==> src/rtl/pipeline_ctrl.sv <==
// pipeline_ctrl: hazard/stall/flush control with data-memory wait timeout and halt
module pipeline_ctrl #(
  parameter int WAIT_MAX = 8
) (
  input  logic        clk,
  input  logic        rst_n,
  input  logic        ex_memread,
  input  logic [4:0]  ex_rd,
  input  logic [4:0]  id_rs,
  input  logic [4:0]  id_rt,
  input  logic        branch_taken,
  input  logic        mem_access,
  input  logic        mem_ack,
  output logic        en_if,
  output logic        en_id,
  output logic        en_ex,
  output logic        en_mem,
  output logic        flush_id,
  output logic        flush_ex,
  output logic        mem_req,
  output logic        halted,
  output logic [15:0] stall_cnt,
  output logic [1:0]  state
);
  typedef enum logic [1:0] {RUN = 2'd0, MEM_WAIT = 2'd1, HALT = 2'd2} st_t;
  localparam logic [7:0] WLAST = 8'(WAIT_MAX - 1);
  st_t st;
  logic [7:0] wcnt;
  logic lu, mstall, frz, br, lus;
  assign state = st;
  always_comb begin
    lu       = ex_memread && ex_rd != 5'd0 && (ex_rd == id_rs || ex_rd == id_rt);
    mstall   = mem_access && !mem_ack;
    frz      = rst_n && (st == HALT || (st == MEM_WAIT && !mem_ack) || (st == RUN && mstall));
    br       = rst_n && st == RUN && !mstall && branch_taken;
    lus      = rst_n && st == RUN && !mstall && !branch_taken && lu;
    en_if    = !frz && !lus;
    en_id    = !frz && !lus;
    en_ex    = !frz;
    en_mem   = !frz;
    flush_id = br;
    flush_ex = br || lus;
    mem_req  = rst_n && (st == MEM_WAIT || (st == RUN && mem_access));
    halted   = st == HALT;
  end
  always_ff @(posedge clk or negedge rst_n) begin
    if (!rst_n) begin
      st        <= RUN;
      wcnt      <= 8'd0;
      stall_cnt <= 16'd0;
    end else begin
      if (!en_if && stall_cnt != 16'hFFFF) stall_cnt <= stall_cnt + 16'd1;
      case (st)
        RUN: if (mstall) begin
          st   <= MEM_WAIT;
          wcnt <= 8'd1;
        end
        MEM_WAIT: if (mem_ack) begin
          st   <= RUN;
          wcnt <= 8'd0;
        end else if (wcnt == WLAST) st <= HALT;
        else wcnt <= wcnt + 8'd1;
        HALT: st <= HALT;
        default: begin
          st   <= RUN;
          wcnt <= 8'd0;
        end
      endcase
    end
  end
endmodule

==> config.mk <==
export PLATFORM = sky130hd
export DESIGN_NAME = pipeline_ctrl
export DESIGN_NICKNAME = d
export VERILOG_FILES = /design/src/rtl/pipeline_ctrl.sv
export SDC_FILE = /design/constraint.sdc
export NUM_CORES = 1
export LEC_CHECK = 0
export CAP_MARGIN = 10
export CORE_ASPECT_RATIO = 2
export CORE_UTILIZATION = 46
export CTS_BUF_LIST = sky130_fd_sc_hd__clkbuf_16
export CTS_CLUSTER_DIAMETER = 120
export DETAILED_ROUTE_END_ITERATION = 7
export GPL_TIMING_DRIVEN = 0
export HOLD_SLACK_MARGIN = 0.06
export PLACE_DENSITY = 0.79
export SYNTH_ARGS = -nofsm -noshare
export SYNTH_HDL_FRONTEND = slang
export SYNTH_SLANG_ARGS = --single-unit
==> constraint.sdc <==
create_clock -name clk -period 3.87 [get_ports clk]
set_input_delay 1.161 -clock clk [delete_from_list [all_inputs] [get_ports clk]]
set_output_delay 1.161 -clock clk [all_outputs]
set_load 0.01 [all_outputs]
==> reports/qor.txt <==
Status -> complete, no violations
Reg clk slew, reported paths -> 70 ps
Total GRT Usage -> 24.0%
Crit path top cell by count -> buf_2
Register bit total from synthesis -> 26
Commonest non-fill, non-tap cells in the layout -> 35 x clkdlybuf4s50_1, 26 x dfrtp_1, 18 x nor2_1
Relative slew slack -> 46.3%
Routability cong. -> 0.838
Max Cap Viol -> 0
PortBufs -> 46
Initial DRC Count -> 25
RSZ-0062 raised after global routing -> no
Period utilisation layout -> 97.9%
Vias per cell -> 5.86
CTS tree -> done
Post-Syn Instances -> 156
Period minus WS final -> 3790 ps
Hold buffers post-CTS -> 0
Pleak -> 0.932 nW
Crit path kind -> in2out
Post-synth EDFFs -> 0
IO Count -> 47
Yosys top cell by area -> dfrtp_1
Core area -> 3160 µm²
YS warnings -> 0
Hold slack -> 488 ps
Via count -> 1417
Slowest cell on crit path -> or4_4
Crit Path Max Fanout -> 3
Worst Hold Class -> reg2reg
Worst-path cell chain -> buf_2, or4_4, nor2_2, and4bb_4, a21boi_4, buf_6, buf_4, buf_2
Synth top area cells -> dfrtp_1 43%, xor2_1 8.1%, xnor2_1 7.6%
Layout fillers -> 253
Antenna-violating nets left -> 0
Avg Cell Area, Syn -> 9.66 µm²
Die height -> 82.9 µm
Worst skew pair latency -> 260 ps
Htree depth -> 1
PwrDens -> 455 nW/µm²
Routed wire length -> 3.93 mm
Largest net degree at the start of global routing -> 29
Ant diodes -> 0
WP data arrival -> 2630 ps
Clk sink count -> 26
Routed length per instance -> 16.2 µm
Top delay family on crit path -> simple AND/OR/NAND/NOR gates
Grt ovf -> 0
Nets@finish -> 235
Root Driver -> clkbuf_16
Sequential-to-total area share from yosys stat -> 43.2%
Final hold violations -> 0
Vias in the first global route -> 1440
Synthesized area -> 1510 µm²
Synth async-reset ratio -> 100%
Dpl hpwl -> 2.84 mm
CTS Buffer Depth -> 2
First-pass GRT wire length -> 6.64 mm
# rows -> 29
Full die area -> 3520 µm²
Worst EP required -> 2710 ps
Worst setup EP type -> primary output
Initial antenna violation count -> 0
CP startpoint kind -> primary input
CP max stage delay -> 530 ps
Syn-to-layout area delta -> 41.7%
Clock Skews -> 6.94 ps
Final core utilization -> 67.6%
Synth Net Count -> 179
Actual slew at the worst max-slew pin -> 799 ps
Layout cells sized above 1 -> 14.7%
TritonCTS Buffers -> 3
Most common cell after layout, fill and taps aside -> clkdlybuf4s50_1
Pre-antenna DRT Iters -> 4
Dominant synthesized flop cell -> dfrtp_1
Fmax -> 264 MHz
Die width -> 42.5 µm
Worst R2R Start -> wcnt[4]$_DFFE_PN0P_
Maximum vdd drop -> 0.327 mV
Placed cell area -> 2010 µm²
Top cell type's share of synthesized area -> 43.2%
Fin area -> 2130 µm²
Final setup fails -> 0
Final TNS setup -> 0 ps
Initial Util -> 47.7%
Drc violations -> 0
WP buf/inv -> 4
Max Slew Vio Count -> 0
Hold Path Origin -> stall_cnt[11]$_DFFE_PN0P_
Netlist cell types -> 40
Crit path launch -> ex_rd[4]
==> Yosys cell counts, drive strengths merged, types with 2 or more instances <==
library cell,instances
buf,3
o21ai,3
nor3b,3
xor2,14
nor4,4
dfrtp,26
nand2b,2
mux2,3
nor2,19
nor2b,3
or4,2
nor3,9
ha,2
and3,2
a21oi,3
nand3,7
xnor2,13
nand2,13
nand4,4
inv,4
==> cell type report <==
cell class	count	area [µm²]	area share, %
timing repair buffer	51	464	21.7
inverter	4	15.0	0.703
sequential	26	651	30.5
tap	31	38.8	1.82
multi-input combinational	122	831	38.9
buffer	4	30.0	1.41
clock inverter	1	30.0	1.41
clock buffer	3	75.1	3.52
==> kinds of logic after synthesis <==
kind of cell,share of synthesized area (%)
AND/OR/NAND/NOR,25.8
XOR/XNOR,15.7
flip-flops,43.2
AO/OA/AOI/OAI,8.39
buffers and inverters,2.74
multiplexers,2.49
adder cells (fa/ha/maj),1.66
==> registers in the layout, indices dropped and copies added, names as in the netlist <==
name and flops:
wcnt 8, state 2, stall_cnt 16
==> final timing paths <==
kind	to	slack (ps)	cells past startpoint
worst max-delay path	en_if	80	8
worst min register to register	stall_cnt[11]$_DFFE_PN0P_	490	1
min in group asynchronous	stall_cnt[3]$_DFFE_PN0P_	750	1
worst min-delay path	stall_cnt[11]$_DFFE_PN0P_	490	1
max in group asynchronous	stall_cnt[15]$_DFFE_PN0P_	2900	1
worst max register to register	wcnt[4]$_DFFE_PN0P_	1610	6
==> report_power, final <==
group	switching (mW)	internal [mW]
clock	0.0951	0.206
combinational	0.126	0.160
sequential	0.0631	0.320
total	0.284	0.687
==> routing by layer <==
layer	GRT usage (%)	share of wire (%)
met1	24.5	35
met2	46.6	58
met3	3.91	5.1
met4	7.39	1.9
met5	0	0
==> through the flow <==
stage	cells	worst slack, ps	total power, mW
after floorplan	156	179	0.511
after global placement	233	-1480	0.650
after detailed placement	233	-1570	0.664
after CTS	241	38.5	0.968
after global routing	242	16.7	1.01
final	242	82.2	0.971
==> worst reg2reg max path: stages, from the launching register on <==
cell     delay, ps
dfrtp_1        400
or4_1          550
nor3_1         630
nor2_1         180
nand4_1        160
xor2_1         170
nor2_1          60
==> what timing repair did <==
action                                  in CTS  in global routing
setup buffers                                4                  1
endpoints found under the setup margin       9                  2
gates cloned                                 0                  0
pin swaps                                    6                  2
gates resized for setup                     32                  6
(Power assumes the default switching activity.)
==> variant: new RTL, config.mk and constraints unchanged <==
Set the parameter `WAIT_MAX` to 6 (it was 8).
--- a/src/rtl/pipeline_ctrl.sv
+++ b/src/rtl/pipeline_ctrl.sv
@@ -1,6 +1,6 @@
 // pipeline_ctrl: hazard/stall/flush control with data-memory wait timeout and halt
 module pipeline_ctrl #(
-  parameter int WAIT_MAX = 8
+  parameter int WAIT_MAX = 6
 ) (
   input  logic        clk,
   input  logic        rst_n,
Check against the original RTL: not equivalent (Yosys sat finds a counterexample within 10 cycles, from zero or initial values and one cycle with rst_n low).
==> variant against the original RTL <==
- synthesized area rose by 3.6%
- register-to-register slack got worse by 0.11 ns
- first-iteration DRC count rose by 120%
- synthesized cell count rose by 7.1%
- sequential cell count did not move
- worst setup slack got worse by 0.042 ns
- sequential power rose by 4%
- power rose by 5.3%
- routed wire length rose by 14%
- cell area rose by 4.3%
- combinational power rose by 13%
- clock skew fell by 0.0029 ns
- critical endpoint is now flush_ex
- largest power group unchanged
- highest routed layer unchanged
==> variant: results (changes against the original RTL) <==
Parameter                              Value

Global route
  Number of global-route vias before repair ... 1,560 (+8.3%)
  Met2 usage in global routing ... 46.5% (about the same)
  Fraction of met3 tracks used by global routing ... 2.37% (-1.5 points)
  Met1 track demand over resource ... 31.2% (+6.6 points)
  GR Util All Layers ... 25.8% (+1.8 points)
  Wire length of the first global-routing pass ... 7370 um (+11%)

Logic synthesis
  Adder-cell share of the synthesized area ... 2.41% (+0.74 points)
  Compound-cell area share of the yosys netlist ... 12.2% (+3.8 points)
  Top post-synthesis cells by area ... dfrtp_1 42%, xor2_1 12%, nor2_1 5.5%
  Sequential area share after synthesis ... 41.7% (-1.5 points)
  Number of unique standard cell types used by synthesis ... 45 (+13%)
  Post-synthesis mux area share ... 1.60% (-0.89 points)
  Syn nets ... 191 (+6.7%)
  Avg Inst Size Synth ... 9.34 um^2 (-3.3%)
  Commonest cells in the netlist ... 26 x dfrtp_1, 23 x nor2_1, 21 x xor2_1

Routing
  Total length of routed met3 wires ... 175 um (-13%)
  Met1 Wirelength ... 1660 um (+22%)
  Met2 wire length ... 2550 um (+12%)
  Routed wire length ... 4480 um (+14%)
  Vias per cell ... 6.00 (+2.5%)

Cells and area
  Count of filler cells inserted in the layout ... 249 (-1.6%)
  Relative area of clock buffers and inverters in the final design ... 4.72% (-0.20 points)
  Layout Utilization ... 69.7% (+2.1 points)
  Non-clock buffer count in the final layout ... 54 (-1.8%)
  Fin cells ... 252 (+4.1%)
  Total number of multi-input combinational cells ... 131 (+7.4%)
  Non-clock inverter total of the final layout ... 6 (+2)
  Number of sequential storage elements ... 26 (unchanged)
  Share of post-route cells with drive strength above 1 ... 14.5% (-0.21 points)
  Multi-input gate area ... 900 um^2 (+8.3%)

Power
  Total leakage power ... 0.982 nW (+5.4%)
  Overall Power ... 0.00102 W (+5.3%)
  Sequential cell power ... 0.000400 W (+4%)

Worst setup path
  Dominant delay contributor by cell family on the critical path ... buffers and inverters
  Slowest cell on the critical path ... clkdlybuf4s50_1
  Worst stage delay on the critical path ... 0.49 ns (-0.04 ns)

Placed design
  Detail Placement HPWL ... 3140 um (+11%)
  Total cell area at the placement stage ... 2060 um^2 (+2.7%)
  Setup slack after placement ... -1.88 ns (-0.317 ns)
  Final weighted congestion in routability-driven placement ... 0.914 (+9.0%)

Timing
  Relative slew slack ... 38.5% (-7.8 points)
  Final clock skew ... 0.00401 ns (-0.00293 ns)

Floorplan
  Core Footprint ... 3190 um^2 (+1.1%)

Clock tree
  Number of resized instances in the post-cts repair step ... 38 (+19%)
  Source-to-sink clock delay at the later pin of the worst-skew pair ... 0.26 ns (about the same)

Outcome
  Result of the run ... complete, no violations
[variant: cell types whose count changed in the layout (fill, tap and decap cells not counted), moves of 3 or more]
cell | before | now
xnor2_1 | 13 | 4
a21oi_1 | 2 | 10
nor3_1 | 9 | 2
clkdlybuf4s50_1 | 35 | 29
xor2_1 | 14 | 20
dlygate4sd2_1 | 4 | 8
nand3_1 | 7 | 11
nor2_1 | 18 | 22
dlymetal6s2s_1 | 0 | 3
nand2_1 | 13 | 10
nor3_2 | 0 | 3
[variant: worst paths after layout]
kind	end	depth (start not counted)	slack (ns)	startpoint
min reg2reg	stall_cnt[9]	1	0.50	stall_cnt[9]
min	stall_cnt[9]	1	0.50	stall_cnt[9]
min in group asynchronous	stall_cnt[4]	1	0.72	rst_n
max in group asynchronous	wcnt[1]	1	3.00	rst_n
max	flush_ex	8	0.04	id_rs[0]
max reg2reg	wcnt[7]	7	1.50	wcnt[0]
